<file path="config.mk">
export PLATFORM = sky130hd
export DESIGN_NAME = mc_ctrl
export DESIGN_NICKNAME = d
export VERILOG_FILES = /design/src/rtl/mc_ctrl.sv
export SDC_FILE = /design/constraint.sdc
export NUM_CORES = 1
export LEC_CHECK = 0
export CORE_ASPECT_RATIO = 1.4
export CORE_UTILIZATION = 25
export CTS_BUF_LIST = sky130_fd_sc_hd__clkbuf_2 sky130_fd_sc_hd__clkbuf_4 sky130_fd_sc_hd__clkbuf_8
export DETAILED_ROUTE_END_ITERATION = 8
export PLACE_DENSITY = 0.57
export SLEW_MARGIN = 25
export SYNTH_ARGS = -nofsm -noshare
export SYNTH_HDL_FRONTEND = slang
export SYNTH_SLANG_ARGS = --single-unit
</file>
<file path="constraint.sdc">
create_clock -name clk -period 1.7 [get_ports clk]
set_input_delay 0.34 -clock clk [delete_from_list [all_inputs] [get_ports clk]]
set_output_delay 0.34 -clock clk [all_outputs]
set_load 0.005 [all_outputs]
</file>
<file path="src/rtl/mc_ctrl.sv">
// Multi-cycle MIPS main controller: a five-phase FSM that decodes the registered IR
// and raises each datapath write enable only in the phase that owns it.
module mc_ctrl (
  input  logic       clk,
  input  logic       reset,
  input  logic [5:0] opcode,
  input  logic [5:0] funct,
  input  logic       zero,
  output logic       PCWr,
  output logic       IRWr,
  output logic       RegWr,
  output logic       MemWr,
  output logic [1:0] Extop,
  output logic       ALUSrc,
  output logic [2:0] ALUop,
  output logic [1:0] RegDst,
  output logic [1:0] MemtoReg,
  output logic [1:0] NPCop,
  output logic [2:0] state
);

  localparam logic [2:0] S_FETCH  = 3'd0;
  localparam logic [2:0] S_DECODE = 3'd1;
  localparam logic [2:0] S_EXE    = 3'd2;
  localparam logic [2:0] S_MEM    = 3'd3;
  localparam logic [2:0] S_WB     = 3'd4;

  typedef enum logic [3:0] {
    I_NOP, I_ADDU, I_SUBU, I_JR, I_ORI, I_LW, I_SW, I_BEQ, I_LUI, I_J, I_JAL
  } instr_t;

  logic [2:0] state_q, state_d;
  instr_t     instr;

  // NOTE: every signal driven in always_comb gets a default first, so no path leaves it unassigned (no latch).
  always_comb begin
    instr = I_NOP;
    case (opcode)
      6'b000000: begin
        case (funct)
          6'b100001: instr = I_ADDU;
          6'b100011: instr = I_SUBU;
          6'b001000: instr = I_JR;
          default:   instr = I_NOP;
        endcase
      end
      6'b001101: instr = I_ORI;
      6'b100011: instr = I_LW;
      6'b101011: instr = I_SW;
      6'b000100: instr = I_BEQ;
      6'b001111: instr = I_LUI;
      6'b000010: instr = I_J;
      6'b000011: instr = I_JAL;
      default:   instr = I_NOP;
    endcase
  end

  // NOTE: sequential state uses non-blocking assignment so all flops update together at the edge.
  always_ff @(posedge clk) begin
    if (reset) state_q <= S_FETCH;
    else       state_q <= state_d;
  end

  always_comb begin
    state_d = S_FETCH;
    case (state_q)
      S_FETCH:  state_d = S_DECODE;
      S_DECODE: begin
        case (instr)
          I_ADDU, I_SUBU, I_ORI, I_LUI, I_LW, I_SW, I_BEQ: state_d = S_EXE;
          default:                                         state_d = S_FETCH;
        endcase
      end
      S_EXE: begin
        if (instr == I_BEQ)                       state_d = S_FETCH;
        else if (instr == I_LW || instr == I_SW)  state_d = S_MEM;
        else                                      state_d = S_WB;
      end
      S_MEM:   state_d = (instr == I_LW) ? S_WB : S_FETCH;
      S_WB:    state_d = S_FETCH;
      default: state_d = S_FETCH;
    endcase
  end

  always_comb begin
    PCWr     = 1'b0;
    IRWr     = 1'b0;
    RegWr    = 1'b0;
    MemWr    = 1'b0;
    Extop    = 2'b00;
    ALUSrc   = 1'b0;
    ALUop    = 3'b000;
    RegDst   = 2'b00;
    MemtoReg = 2'b00;
    NPCop    = 2'b00;
    if (!reset) begin
      // Selects depend only on the instruction, so they stay stable across its phases.
      if (state_q <= S_WB) begin
        case (instr)
          I_ADDU:  RegDst = 2'b01;
          I_SUBU:  begin ALUop = 3'b001; RegDst = 2'b01; end
          I_JR:    RegDst = 2'b01;
          I_ORI:   begin ALUSrc = 1'b1; ALUop = 3'b010; end
          I_LW:    begin Extop = 2'b01; ALUSrc = 1'b1; MemtoReg = 2'b01; end
          I_SW:    begin Extop = 2'b01; ALUSrc = 1'b1; end
          I_BEQ:   begin Extop = 2'b01; ALUop = 3'b001; end
          I_LUI:   begin Extop = 2'b10; ALUSrc = 1'b1; end
          I_JAL:   begin RegDst = 2'b10; MemtoReg = 2'b10; end
          default: ;
        endcase
      end
      case (state_q)
        S_FETCH: begin
          IRWr = 1'b1;
          PCWr = 1'b1;
        end
        S_DECODE: begin
          case (instr)
            I_J:     begin PCWr = 1'b1; NPCop = 2'b10; end
            I_JAL:   begin PCWr = 1'b1; NPCop = 2'b10; RegWr = 1'b1; end
            I_JR:    begin PCWr = 1'b1; NPCop = 2'b11; end
            default: ;
          endcase
        end
        S_EXE: begin
          if (instr == I_BEQ) begin
            PCWr  = zero;
            NPCop = 2'b01;
          end
        end
        S_MEM:   MemWr = (instr == I_SW);
        S_WB:    RegWr = 1'b1;
        default: ;
      endcase
    end
  end

  assign state = state_q;

endmodule
</file>
# [Yosys cells after proc, flatten, opt, wreduce, memory -nomap -nowiden]
# Cells that the tools add are included.
[op_classes] n_mux=37 n_reduce_logical=10 n_eq_ne=24 magnitude_cmp=1
[op_table] cell="$pmux 4 s8" count=1
[op_table] cell="$eq 6x6->1 const B" count=4
[op_table] cell="$pmux 2 s2" count=6
[op_table] cell="$mux 2" count=10
[op_table] cell="$eq 6x4->1 const B" count=3
[op_table] cell="$eq 4x3->1 const B" count=4
[op_table] cell="$mux 1" count=13
[op_table] cell="$eq 4x4->1 const B" count=3
[op_table] cell="$eq 6x2->1 const B" count=2
[op_table] cell="$pmux 3 s4" count=1
[op_table] cell="$mux 3" count=3
[op_table] cell="$reduce_or 3->1" count=3
[op_table] cell="$eq 4x2->1 const B" count=2
[op_table] cell="$reduce_or 7->1" count=1
[op_table] cell="$eq 3x2->1 const B" count=2
[op_table] cell="$eq 6x3->1 const B" count=1
[op_table] cell="$logic_not 6->1" count=1
[op_table] cell="$pmux 2 s3" count=1
[op_table] cell="$eq 4x1->1 const B" count=1
[op_table] cell="$reduce_or 2->1" count=2
[op_table] cell="$reduce_or 4->1" count=1
[op_table] cell="$eq 3x1->1 const B" count=1
[op_table] cell="$eq 3x3->1 const B" count=1
[op_table] cell="$le 3x3->1 const B" count=1
[op_table] cell="4 further kinds" count=4
[word_totals] register_bits=3 output_inout_bits=19 input_bits=15

# [Logic depth before layout (Yosys ltp)]
[depth] ltp_word=8 mapped_depth=6 mapped_depth_nobuf=5

# [Least setup slack after synthesis]
# No wires, ideal clock.
[synth_timing] kind="input to output" from="input opcode[0]" to="output PCWr" path_stages=5 arrival_ns=1.388 path_slack_ns=-0.028 cell_sequence="buf_2 > nor4_2 > and2_1 > a22oi_1 > a221oi_1"
[synth_via] elab_chain_cells=7
[synth_rtl] item="from (decl)" line_no="6" rtl="input logic [5:0] opcode,"
[synth_rtl] item="$eq 6x2->1, or another cell as far along" line_no="38" rtl="case (opcode)"
[synth_rtl] item="$pmux 4 s8 (*)" line_no="38"
[synth_rtl] item="$eq 4x2->1 or $eq 4x4->1 (tied branches)" line_no="118" rtl="case (instr)"
[synth_rtl] item="$reduce_or 3->1 (no source line)"
[synth_rtl] item="$mux 1" line_no="118"
[synth_rtl] item="$pmux 1 s3 (*)" line_no="112" rtl="case (state_q)"
[synth_rtl] item="$mux 1 (*)" line_no="96" rtl="if (!reset) begin"
[synth_rtl] item="to (decl)" line_no="9" rtl="output logic PCWr,"
# Mark *: on every way between the ends. The rest lies on a longest branch, timed or not.

# [Worst setup path after layout]
[layout_timing] from="input opcode[3]" to="output PCWr"
# Same word-level chain as after synthesis.

==> results.sh <==
export IMPL_status="complete, but fails checks"
export IMPL_violations="setup timing"
export IMPL_core_area_um2=2020
export IMPL_synth_compound_area_share_pct=21.0
export IMPL_syn_area_per_cell_um2=6.58
export IMPL_yosysUniqueCellTypes=37
export IMPL_synthCells=84
export IMPL_p_clk_share_pct=33.0
export IMPL_cts_buffers_inserted=3
export IMPL_fmax_mhz=532
export IMPL_drt_pass1_iter_count=4
export IMPL_drcViolationCount=0
export IMPL_grt_first_pass_wirelength_um=3800
export IMPL_grt_max_degree=8
export IMPL_cap_violations=0
export IMPL_ys_ff_latch=3
export IMPL_end_kind="primary output"
export IMPL_synthMuxAreaShare_pct=0
export IMPL_p_comb_share_pct=49.5
export IMPL_largest_register_ffs=3
export IMPL_routedWlPerCell_um=13.2
export IMPL_cts_tree="done"
export IMPL_num_rows=19
export IMPL_synth_edf_count=0
export IMPL_grt_pass1_vias=920
export IMPL_worstHoldPathType="flip-flop to flip-flop"
export IMPL_synth_most_common_cell="nor2_1"
export IMPL_critPathLaunchType="input pin"
export IMPL_route_vias_total=909
export IMPL_slew_viol_final=0
export IMPL_intPower_mw=0.298
export IMPL_hold_buffers=0
export IMPL_vdd_drop_max_mv=0.240
export IMPL_synth_top_family_by_area="simple AND/OR/NAND/NOR gates"
export IMPL_yosysTopAreaCell="dfxtp_1"
export IMPL_die_area_um2=2410
export IMPL_synth_fa_ha_area_share_pct=0
export IMPL_ios=34
export IMPL_clock_path_buffers=2
export IMPL_synth_seq_area_share_pct=10.9
export IMPL_path_max_fanout=3
export IMPL_drt_wl_total_um=2380
export IMPL_power_density_nw_per_um2=308
export IMPL_hold_violations=0
export IMPL_ctsHtreeMaxLevel=1
export IMPL_grt_total_usage_pct=19.7
export IMPL_start_util_pct=27.4
export IMPL_antenna_left=0
export IMPL_synthFlopType="dfxtp_1"
export IMPL_synth_top_area_share_pct=10.9
export IMPL_clock_latency_ns=0.24
export IMPL_critPathArrivalTime_ns=1.54
export IMPL_cp_required_ns=1.36
export IMPL_syn_nets=99
export IMPL_die_h_um=57.7
export IMPL_globalplace_congestion=0.795
export IMPL_final_seq_area_um2=63.8
export IMPL_grt_ovfl_total=0
export IMPL_dp_hpwl_um=1610
export IMPL_net_switching_power_mw=0.137
export IMPL_syn_cell_area_um2=553
export IMPL_nets=176
export IMPL_period_share_pct=111
export IMPL_final_setup_skew_ns=0.000917
export IMPL_antenna_cells=0
export IMPL_setup_ws_ns=-0.179
export IMPL_p_seq_share_pct=17.5
export IMPL_io_buffers=32
export IMPL_first_iter_violations=19
export IMPL_synth_area_leaders="dfxtp_1, nor3_1, nor2_1"
export IMPL_rsz0062_at_grt="yes"
export IMPL_antenna_found_initial=0
export IMPL_fin_crit_ns=1.88
export IMPL_layout_drive_gt1_share_pct=69.4
export IMPL_path_class="input pin to primary output"
export IMPL_vias_per_cell=5.02
export IMPL_area_delta_synth_final_pct=156
export IMPL_p_leak_nw=0.649
export IMPL_synth_async_sr_flop_share_pct=0
export IMPL_die_w_um=41.8
export IMPL_fillers=162
export IMPL_finalSetupTns_ns=-0.798
export IMPL_cts_sinks=3
export IMPL_synth_simple_area_share_pct=57.7
export IMPL_setup_viol=8
export IMPL_yosys_top_cells_count="nor2_1, nor3_1, nand2_1, nor2b_1"
export IMPL_cts_root_buffer="clkbuf_4"
export IMPL_path_clk_slew_ns=0.04
export IMPL_switching_share_pct=31.5
export IMPL_worst_hold_slack_ns=0.554
export IMPL_yosysWarnings=0
export IMPL_synthXorXnorAreaFrac_pct=1.58
export IMPL_multi_input_area_um2=646
-- logic make-up (layout without fill, tap and decap cells) --
group	count (synthesis)	count (layout)
and+or+nand+nor	54	54
AOI/OAI and AO/OA	17	17
other	1	1
buffers and inverters	8	84
DFF	3	3
xor gates and xnor gates	1	1
-- cell usage in the layout, fill, tap and decap left out, drive strengths merged, types with 4 or more instances in the layout --
cell type / instances
buf: 64
nor2: 12
nor3: 10
clkbuf: 7
nand2: 5
nor2b: 5
clkdlybuf4s50: 4
clkdlybuf4s15: 4
a21oi: 4
and2: 4
-- layer usage --
layer | GRT usage [%] | vias up | part of all wire [%]
met4 | 7.37 | 0 | 0.88
met1 | 22.1 | 420 | 40
met5 | 0 | - | 0
met2 | 37.9 | 29 | 56
met3 | 1.56 | 3 | 3.6
li1 | - | 457 | -
-- through the flow --
stage / utilization [%] / std cells / instance area, um2 / total power [mW] / setup slack [ns]
2_1_floorplan: - / 84 / 571 / 0.141 / 0.0174
3_3_place_gp: 55.0 / 162 / 1110 / 0.240 / -0.925
3_5_place_dp: 55.0 / 162 / 1110 / 0.242 / -0.944
4_1_cts: 65.6 / 177 / 1330 / 0.423 / -0.142
5_1_grt: 70.0 / 181 / 1410 / 0.459 / -0.277
6_report: 70.0 / 181 / 1410 / 0.435 / -0.179
-- final cells by class --
cell class / count / area share (%)
clock buffers: 4 / 2.12
inverters: 2 / 0.531
multi-input cells: 73 / 45.7
flip-flops and latches: 3 / 4.51
well taps: 21 / 1.86
repair buffers: 78 / 45.3
-- final timing paths --
check | from | to | slack, ns | depth (start not counted)
min reg2reg | state[2] | state[2] | 0.55 | 2
max | opcode[3] | PCWr | -0.18 | 7
max reg2reg | state[0] | state[2] | 0.67 | 4
min | state[2] | state[2] | 0.55 | 2
-- power by group through the flow --
stage          Clock, mW  Sequential [mW]  Combinational (mW)
3_3_place_gp           0           0.0766               0.164
3_5_place_dp           0           0.0766               0.165
2_1_floorplan          0           0.0779              0.0634
6_report           0.144           0.0764               0.215
4_1_cts            0.146           0.0765               0.200
5_1_grt            0.152           0.0767               0.230
-- critical path, stage by stage --
cell	delay, ns
buf_8	0.10
nor4_4	0.31
and2_1	0.21
buf_4	0.12
a22oi_2	0.07
a221oi_2	0.24
buf_2	0.15
-- repair_timing --
action	CTS	global route
pin swaps	18	12
setup buffers	11	4
cloned	0	0
setup endpoints to repair	18	14
hold endpoints to repair	0	0
resized for setup	134	22
No activity file was read; power rests on OpenSTA's default activity.
